--- src/rtl/mem_access.sv ---
// MA stage: issues loads/stores over req/gnt/rvalid, aligns load data, registers write-back.
// Optional build macro MEM_ACCESS_MISALIGN_TRAP_EN traps misaligned H/W accesses in IDLE.
module mem_access #(
    parameter logic [7:0] DMEM_TIMEOUT = 8'd255
) (
    input  logic        clk,
    input  logic        rst_n,
    input  logic        cmd_ld_ma,
    input  logic        cmd_st_ma,
    input  logic        wbk_rd_reg_ma,
    input  logic [4:0]  rd_adr_ma,
    input  logic [31:0] rd_data_ma,
    input  logic [31:0] st_data_ma,
    input  logic [2:0]  ldst_code_ma,
    output logic        dmem_req,
    output logic        dmem_we,
    output logic [29:0] dmem_adr,
    output logic [3:0]  dmem_be,
    output logic [31:0] dmem_wdata,
    input  logic        dmem_gnt,
    input  logic        dmem_rvalid,
    input  logic [31:0] dmem_rdata,
    output logic        stall_ma,
    output logic        dmem_err,
    output logic        misalign_excep_ma,
    output logic        wbk_rd_reg_wb,
    output logic [4:0]  rd_adr_wb,
    output logic [31:0] rd_data_wb
);

    typedef enum logic [1:0] {
        IDLE = 2'd0,
        REQ  = 2'd1,
        RESP = 2'd2
    } state_t;

    state_t      state_q, state_d;
    logic [7:0]  cnt_q, cnt_d;
    logic [31:0] adr_q, adr_d;
    logic [3:0]  be_q, be_d;
    logic [31:0] wdata_q, wdata_d;
    logic [2:0]  code_q, code_d;
    logic        we_q, we_d;
    logic [4:0]  rd_q, rd_d;

    logic        wbk_wb_q, wbk_wb_d;
    logic [4:0]  rd_adr_wb_q, rd_adr_wb_d;
    logic [31:0] rd_data_wb_q, rd_data_wb_d;

    logic        is_mem;
    logic        misaligned;
    logic        timeout_hit;
    logic        abort;
    logic        ld_done;
    logic        stall;
    logic        trap;
    logic [3:0]  be_new;
    logic [31:0] wdata_new;
    logic [31:0] ld_data;

    function automatic logic [3:0] be_gen(
        input logic [1:0] lo,
        input logic [1:0] size
    );
        logic [3:0] be;
        case (size)
            2'b00:   be = 4'b0001 << lo;
            2'b01:   be = lo[1] ? 4'b1100 : 4'b0011;
            default: be = 4'b1111;
        endcase
        return be;
    endfunction

    function automatic logic [31:0] lane_gen(
        input logic [31:0] st,
        input logic [1:0]  size
    );
        logic [31:0] w;
        case (size)
            2'b00:   w = {4{st[7:0]}};
            2'b01:   w = {2{st[15:0]}};
            default: w = st;
        endcase
        return w;
    endfunction

    function automatic logic [31:0] ld_align(
        input logic [31:0] rdata,
        input logic [1:0]  lo,
        input logic [2:0]  code
    );
        logic [7:0]  b;
        logic [15:0] h;
        logic [31:0] res;
        b = rdata[{lo, 3'b000} +: 8];
        h = rdata[{lo[1], 4'b0000} +: 16];
        case (code[1:0])
            2'b00:   res = code[2] ? {24'd0, b} : {{24{b[7]}}, b};
            2'b01:   res = code[2] ? {16'd0, h} : {{16{h[15]}}, h};
            default: res = rdata;
        endcase
        return res;
    endfunction

    assign is_mem      = cmd_ld_ma | cmd_st_ma;
    assign be_new      = be_gen(rd_data_ma[1:0], ldst_code_ma[1:0]);
    assign wdata_new   = lane_gen(st_data_ma, ldst_code_ma[1:0]);
    assign ld_data     = ld_align(dmem_rdata, adr_q[1:0], code_q);
    assign timeout_hit = (cnt_q == DMEM_TIMEOUT - 8'd1);

`ifdef MEM_ACCESS_MISALIGN_TRAP_EN
    // code 11 is treated as a word, so any set size[1] demands word alignment
    assign misaligned =
        ((ldst_code_ma[1:0] == 2'b01) & rd_data_ma[0]) |
        (ldst_code_ma[1] & (rd_data_ma[1:0] != 2'b00));
`else
    assign misaligned = 1'b0;
`endif

    always_comb begin
        state_d = state_q;
        cnt_d   = cnt_q;
        adr_d   = adr_q;
        be_d    = be_q;
        wdata_d = wdata_q;
        code_d  = code_q;
        we_d    = we_q;
        rd_d    = rd_q;
        stall   = 1'b0;
        abort   = 1'b0;
        ld_done = 1'b0;
        trap    = 1'b0;

        case (state_q)
            IDLE: begin
                if (is_mem) begin
                    if (misaligned) begin
                        trap = 1'b1;
                    end else begin
                        state_d = REQ;
                        stall   = 1'b1;
                        cnt_d   = 8'd0;
                        adr_d   = rd_data_ma;
                        be_d    = be_new;
                        wdata_d = wdata_new;
                        code_d  = ldst_code_ma;
                        we_d    = cmd_st_ma;
                        rd_d    = rd_adr_ma;
                    end
                end
            end
            REQ: begin
                if (dmem_gnt) begin
                    if (we_q) begin
                        state_d = IDLE;
                    end else begin
                        state_d = RESP;
                        cnt_d   = 8'd0;
                        stall   = 1'b1;
                    end
                end else if (timeout_hit) begin
                    abort   = 1'b1;
                    state_d = IDLE;
                end else begin
                    stall = 1'b1;
                    cnt_d = cnt_q + 8'd1;
                end
            end
            RESP: begin
                if (dmem_rvalid) begin
                    state_d = IDLE;
                    ld_done = 1'b1;
                end else if (timeout_hit) begin
                    abort   = 1'b1;
                    state_d = IDLE;
                end else begin
                    stall = 1'b1;
                    cnt_d = cnt_q + 8'd1;
                end
            end
            default: begin
                state_d = IDLE;
            end
        endcase
    end

    // stall cycles emit a bubble; a pass-through only writes back outside memory ops
    always_comb begin
        wbk_wb_d     = 1'b0;
        rd_adr_wb_d  = rd_adr_ma;
        rd_data_wb_d = rd_data_ma;
        if (ld_done) begin
            wbk_wb_d     = 1'b1;
            rd_adr_wb_d  = rd_q;
            rd_data_wb_d = ld_data;
        end else if (state_q == IDLE) begin
            wbk_wb_d = wbk_rd_reg_ma & ~cmd_st_ma & ~stall & ~trap;
        end
    end

    always_ff @(posedge clk or negedge rst_n) begin
        if (!rst_n) begin
            state_q      <= IDLE;
            cnt_q        <= 8'd0;
            adr_q        <= 32'd0;
            be_q         <= 4'd0;
            wdata_q      <= 32'd0;
            code_q       <= 3'd0;
            we_q         <= 1'b0;
            rd_q         <= 5'd0;
            wbk_wb_q     <= 1'b0;
            rd_adr_wb_q  <= 5'd0;
            rd_data_wb_q <= 32'd0;
        end else begin
            state_q      <= state_d;
            cnt_q        <= cnt_d;
            adr_q        <= adr_d;
            be_q         <= be_d;
            wdata_q      <= wdata_d;
            code_q       <= code_d;
            we_q         <= we_d;
            rd_q         <= rd_d;
            wbk_wb_q     <= wbk_wb_d;
            rd_adr_wb_q  <= rd_adr_wb_d;
            rd_data_wb_q <= rd_data_wb_d;
        end
    end

    assign dmem_req          = (state_q == REQ);
    assign dmem_we           = dmem_req & we_q;
    assign dmem_adr          = dmem_req ? adr_q[31:2] : 30'd0;
    assign dmem_be           = dmem_req ? be_q : 4'd0;
    assign dmem_wdata        = dmem_req ? wdata_q : 32'd0;
    assign stall_ma          = stall;
    assign dmem_err          = abort;
    assign misalign_excep_ma = trap;
    assign wbk_rd_reg_wb     = wbk_wb_q;
    assign rd_adr_wb         = rd_adr_wb_q;
    assign rd_data_wb        = rd_data_wb_q;

endmodule

--- config.mk ---
export PLATFORM = sky130hd
export DESIGN_NAME = mem_access
export DESIGN_NICKNAME = d
export VERILOG_FILES = /design/src/rtl/mem_access.sv
export SDC_FILE = /design/constraint.sdc
export NUM_CORES = 1
export LEC_CHECK = 0
export ABC_CLOCK_PERIOD_IN_PS = 2200
export BUFFER_PORTS_ARGS = -buffer_cell sky130_fd_sc_hd__buf_4
export CORE_ASPECT_RATIO = 0.6
export CORE_MARGIN = 2
export CORE_UTILIZATION = 40
export CTS_BUF_LIST = sky130_fd_sc_hd__clkbuf_4 sky130_fd_sc_hd__clkbuf_8
export CTS_CLUSTER_DIAMETER = 50
export DETAILED_ROUTE_END_ITERATION = 10
export HOLD_SLACK_MARGIN = 0.15
export PLACE_DENSITY = 0.64
export SYNTH_ARGS = -nofsm -noshare
export SYNTH_HDL_FRONTEND = slang
export SYNTH_SLANG_ARGS = --single-unit
export TNS_END_PERCENT = 10
--- constraint.sdc ---
create_clock -name clk -period 2.2 [get_ports clk]
set_input_delay 0.22 -clock clk [delete_from_list [all_inputs] [get_ports clk]]
set_output_delay 0.22 -clock clk [all_outputs]
set_load 0.1 [all_outputs]
==> summary.txt <==
Timing
  • Fin crit share: 98.7%
  • Setup tns final: 0 ps
  • Clock Skews: 10.6 ps
  • Final Setup Violations: 0
  • Pins Over Slew Limit: 0
  • Relative slew margins: 62.8%
  • RSZ-0062 raised after global routing: yes
  • Fin crit period: 2170 ps
  • Worst slew pin tran: 557 ps
  • Max Clk Rate: 461 MHz
  • Final Hold Viols: 0

Yosys
  • Area leader, netlist: dfrtp_1
  • Post-synth ARST share: 100%
  • Post-synth top area share: 49.5%
  • Synthesized instance count: 614
  • Ys Warns: 0
  • Synth Flop Type: dfrtp_1
  • Yosys reg bits: 125
  • Mapped Area: 0.00632 mm^2
  • Post-synth cell types: 49
  • Seq/Total Area, Yosys: 49.5%
  • EDFF count, synth: 0
  • Synth top area cells: dfrtp_1 (50%), mux2_2 (8.2%), and2_1 (6.7%), nand2_1 (5.1%), mux2i_1 (5.1%)
  • Syn avg cell area: 10.3 um^2
  • Syn nets: 732

Pwr
  • Worst ir drop on vdd: 1540 uV
  • Leak Pwr: 4.73 nW
  • Total Power: 0.0171 W
  • Power Density: 1700 mW/mm^2

Worst setup path
  • CP endpoint kind: output pin
  • Worst reg2reg setup slack: 120 ps
  • Slowest stage delay, CP: 450 ps
  • Worst path required time: 1980 ps
  • Critical Path Fanout Max: 45
  • Worst-path cell chain: inv_1 > ha_4 > buf_8 > and2_2 > buf_4
  • CP delay by family, top: buffers and inverters
  • Crit-path slowest cell: dfrtp_2
  • Startpoint Class: register
  • Worst EP arrival: 1950 ps
  • Critical path buffer and inverter count: 3
  • Critical path class: register to output pin

Placed design
  • Gpl congestion: 0.977
  • Number of buffers added on ports: 218
  • Final HPWL DP: 14200 um
  • Inst Count DP: 1009

Clock network
  • Clk sinks: 125
  • CTS tree: done
  • Worst-Skew Late Latency: 440 ps
  • Root buffer cell: clkbuf_8
  • Clock slew at reported path FFs: 80 ps
  • Htree depth: 4
  • CTS Buf Count: 17
  • Clk buf depth: 2

Floorplanning
  • Starting Density: 41.0%
  • Die extent in x: 166 um
  • Die Ht: 101 um
  • Die area: 0.0169 mm^2
  • I/O pin count: 220
  • Core area: 0.0154 mm^2
  • Row count: 35

Routing
  • Drt drc: 0
  • Total Wirelength: 20800 um
  • Vias: 5968
  • Antenna-violating nets left: 0
  • DR vias/cell: 5.18
  • DRT Pass-1 Iters: 5
  • Iteration-0 DRC Markers: 416
  • Post-DR wirelength/cell: 18.1 um

Layout
  • Commonest cells after routing, fill and taps aside: buf_4 (176), dfrtp_1 (122), dlygate4sd3_1 (107), nand2_1 (86), buf_6 (57)
  • FILL cells: 1242
  • Layout cells sized above 1: 38.6%
  • Area growth from synthesis to layout: 59.3%
  • Most common cell after layout, fill and taps aside: buf_4
  • Net count reported at finish: 1055
  • Layout Cells excl Fill: 1153

GRT
  • Gr ovfl total: 0
  • Largest net degree at the start of global routing: 60
  • Gr usage total: 24.9%
  • Number of global-route vias before repair: 6172
  • First-pass GRT wire length: 32700 um
  • Initial antenna violation count: 1

Flow run
  • Max Cap Viol: 0

Worst hold path
  • Worst Hold Class: primary input to register

Run status
  • Outcome: finished clean
## worst paths after layout
| kind | start | end | depth (start not counted) |
|---|---|---|---|
| min in group asynchronous | rst_n | cnt_q[4] | 2 |
| hold reg to reg | rd_q[2] | rd_adr_wb[2] | 2 |
| setup reg to reg | state_q[0] | rd_data_wb[4] | 7 |
| setup / recovery | state_q[1] | dmem_wdata[9] | 5 |
| hold / removal | dmem_rdata[10] | rd_data_wb[10] | 3 |
| max in group asynchronous | rst_n | adr_q[20] | 3 |
## cells in the mapped netlist, types with 2 or more instances
cell type / number
a21o_1: 2
a21oi_1: 30
a31oi_1: 2
a41oi_1: 3
and2_1: 68
and3_1: 9
buf_1: 2
buf_2: 16
buf_6: 2
clkbuf_1: 21
dfrtp_1: 125
ha_1: 7
inv_1: 7
mux2_2: 46
mux2i_1: 32
mux4_1: 6
mux4_2: 2
nand2_1: 86
nand2b_1: 2
nand3_1: 43
nand3b_1: 2
nand4_1: 2
nor2_1: 20
nor2b_1: 2
o211ai_1: 8
o21a_1: 3
o21ai_0: 40
o21ai_1: 2
o22a_1: 2
o31ai_1: 3
## kinds of logic after synthesis
group                      Yosys count  share of synthesized area, %
AOI/OAI and AO/OA                  103                          9.74
adders and majority gates            7                          1.39
buffers and inverters               49                          3.53
DFF                                125                          49.5
muxes                               86                          16.5
other                                1                        0.0593
and+or+nand+nor                    243                          19.3
## cell type report
type | count | area [um^2] | share of cell area (%)
antenna | 1 | 2.50 | 0.0249
inverter | 7 | 26.3 | 0.261
clock buffer | 17 | 234 | 2.32
sequential | 125 | 3130 | 31.1
tap | 203 | 254 | 2.52
timing repair buffer | 346 | 3150 | 31.3
multi-input combinational | 440 | 3080 | 30.6
clock inverter | 14 | 193 | 1.91
## through the flow
step,worst slack (ps),hold WS [ps],utilization (%),cell area [um^2]
after floorplan,-15.3,-75.6,-,6390
after global placement,247,213,53.6,8260
after detailed placement,129,210,53.6,8260
after CTS,2.06,151,63.7,9820
after global routing,-57.5,165,65.3,10100
final,28.5,172,65.3,10100
## worst reg2reg max path, delay by kind of cell (launching register included)
family	cells	cell delay, ps
fa+ha+maj	1	230
buf+inv	3	920
flops	1	380
simple gates	3	480
## repair_timing
item	4_1_cts	5_1_grt
setup endpoints to repair	47	65
resized for setup	16	60
buffers inserted	2	3
hold endpoints to repair	165	0
hold buffers	107	0
pin swaps	1	1
cloned	0	0
## state kept, by name (all words and copies together) (netlist names)
name           cells
adr_q             32
be_q               4
cnt_q              8
code_q             3
rd_adr_wb          5
rd_data_wb        32
rd_q               5
state_q            2
wbk_rd_reg_wb      1
wdata_q           32
we_q               1
## power by group
group / switching, W / total [W] / internal [W] / leakage, nW
sequential: 0.000479 / 0.00362 / 0.00314 / 1.49
clock: 0.000977 / 0.00221 / 0.00123 / 0.209
combinational: 0.00794 / 0.0113 / 0.00331 / 3.02
## layer usage
metal	track usage, %	wire, um	up-vias
met4	8.95	320	0
met1	34.2	9460	2912
li1	-	-	2783
met2	38.5	9540	235
met3	6.64	1520	38
met5	0	0	-
Note: power is estimated with default switching activity, not from simulation.
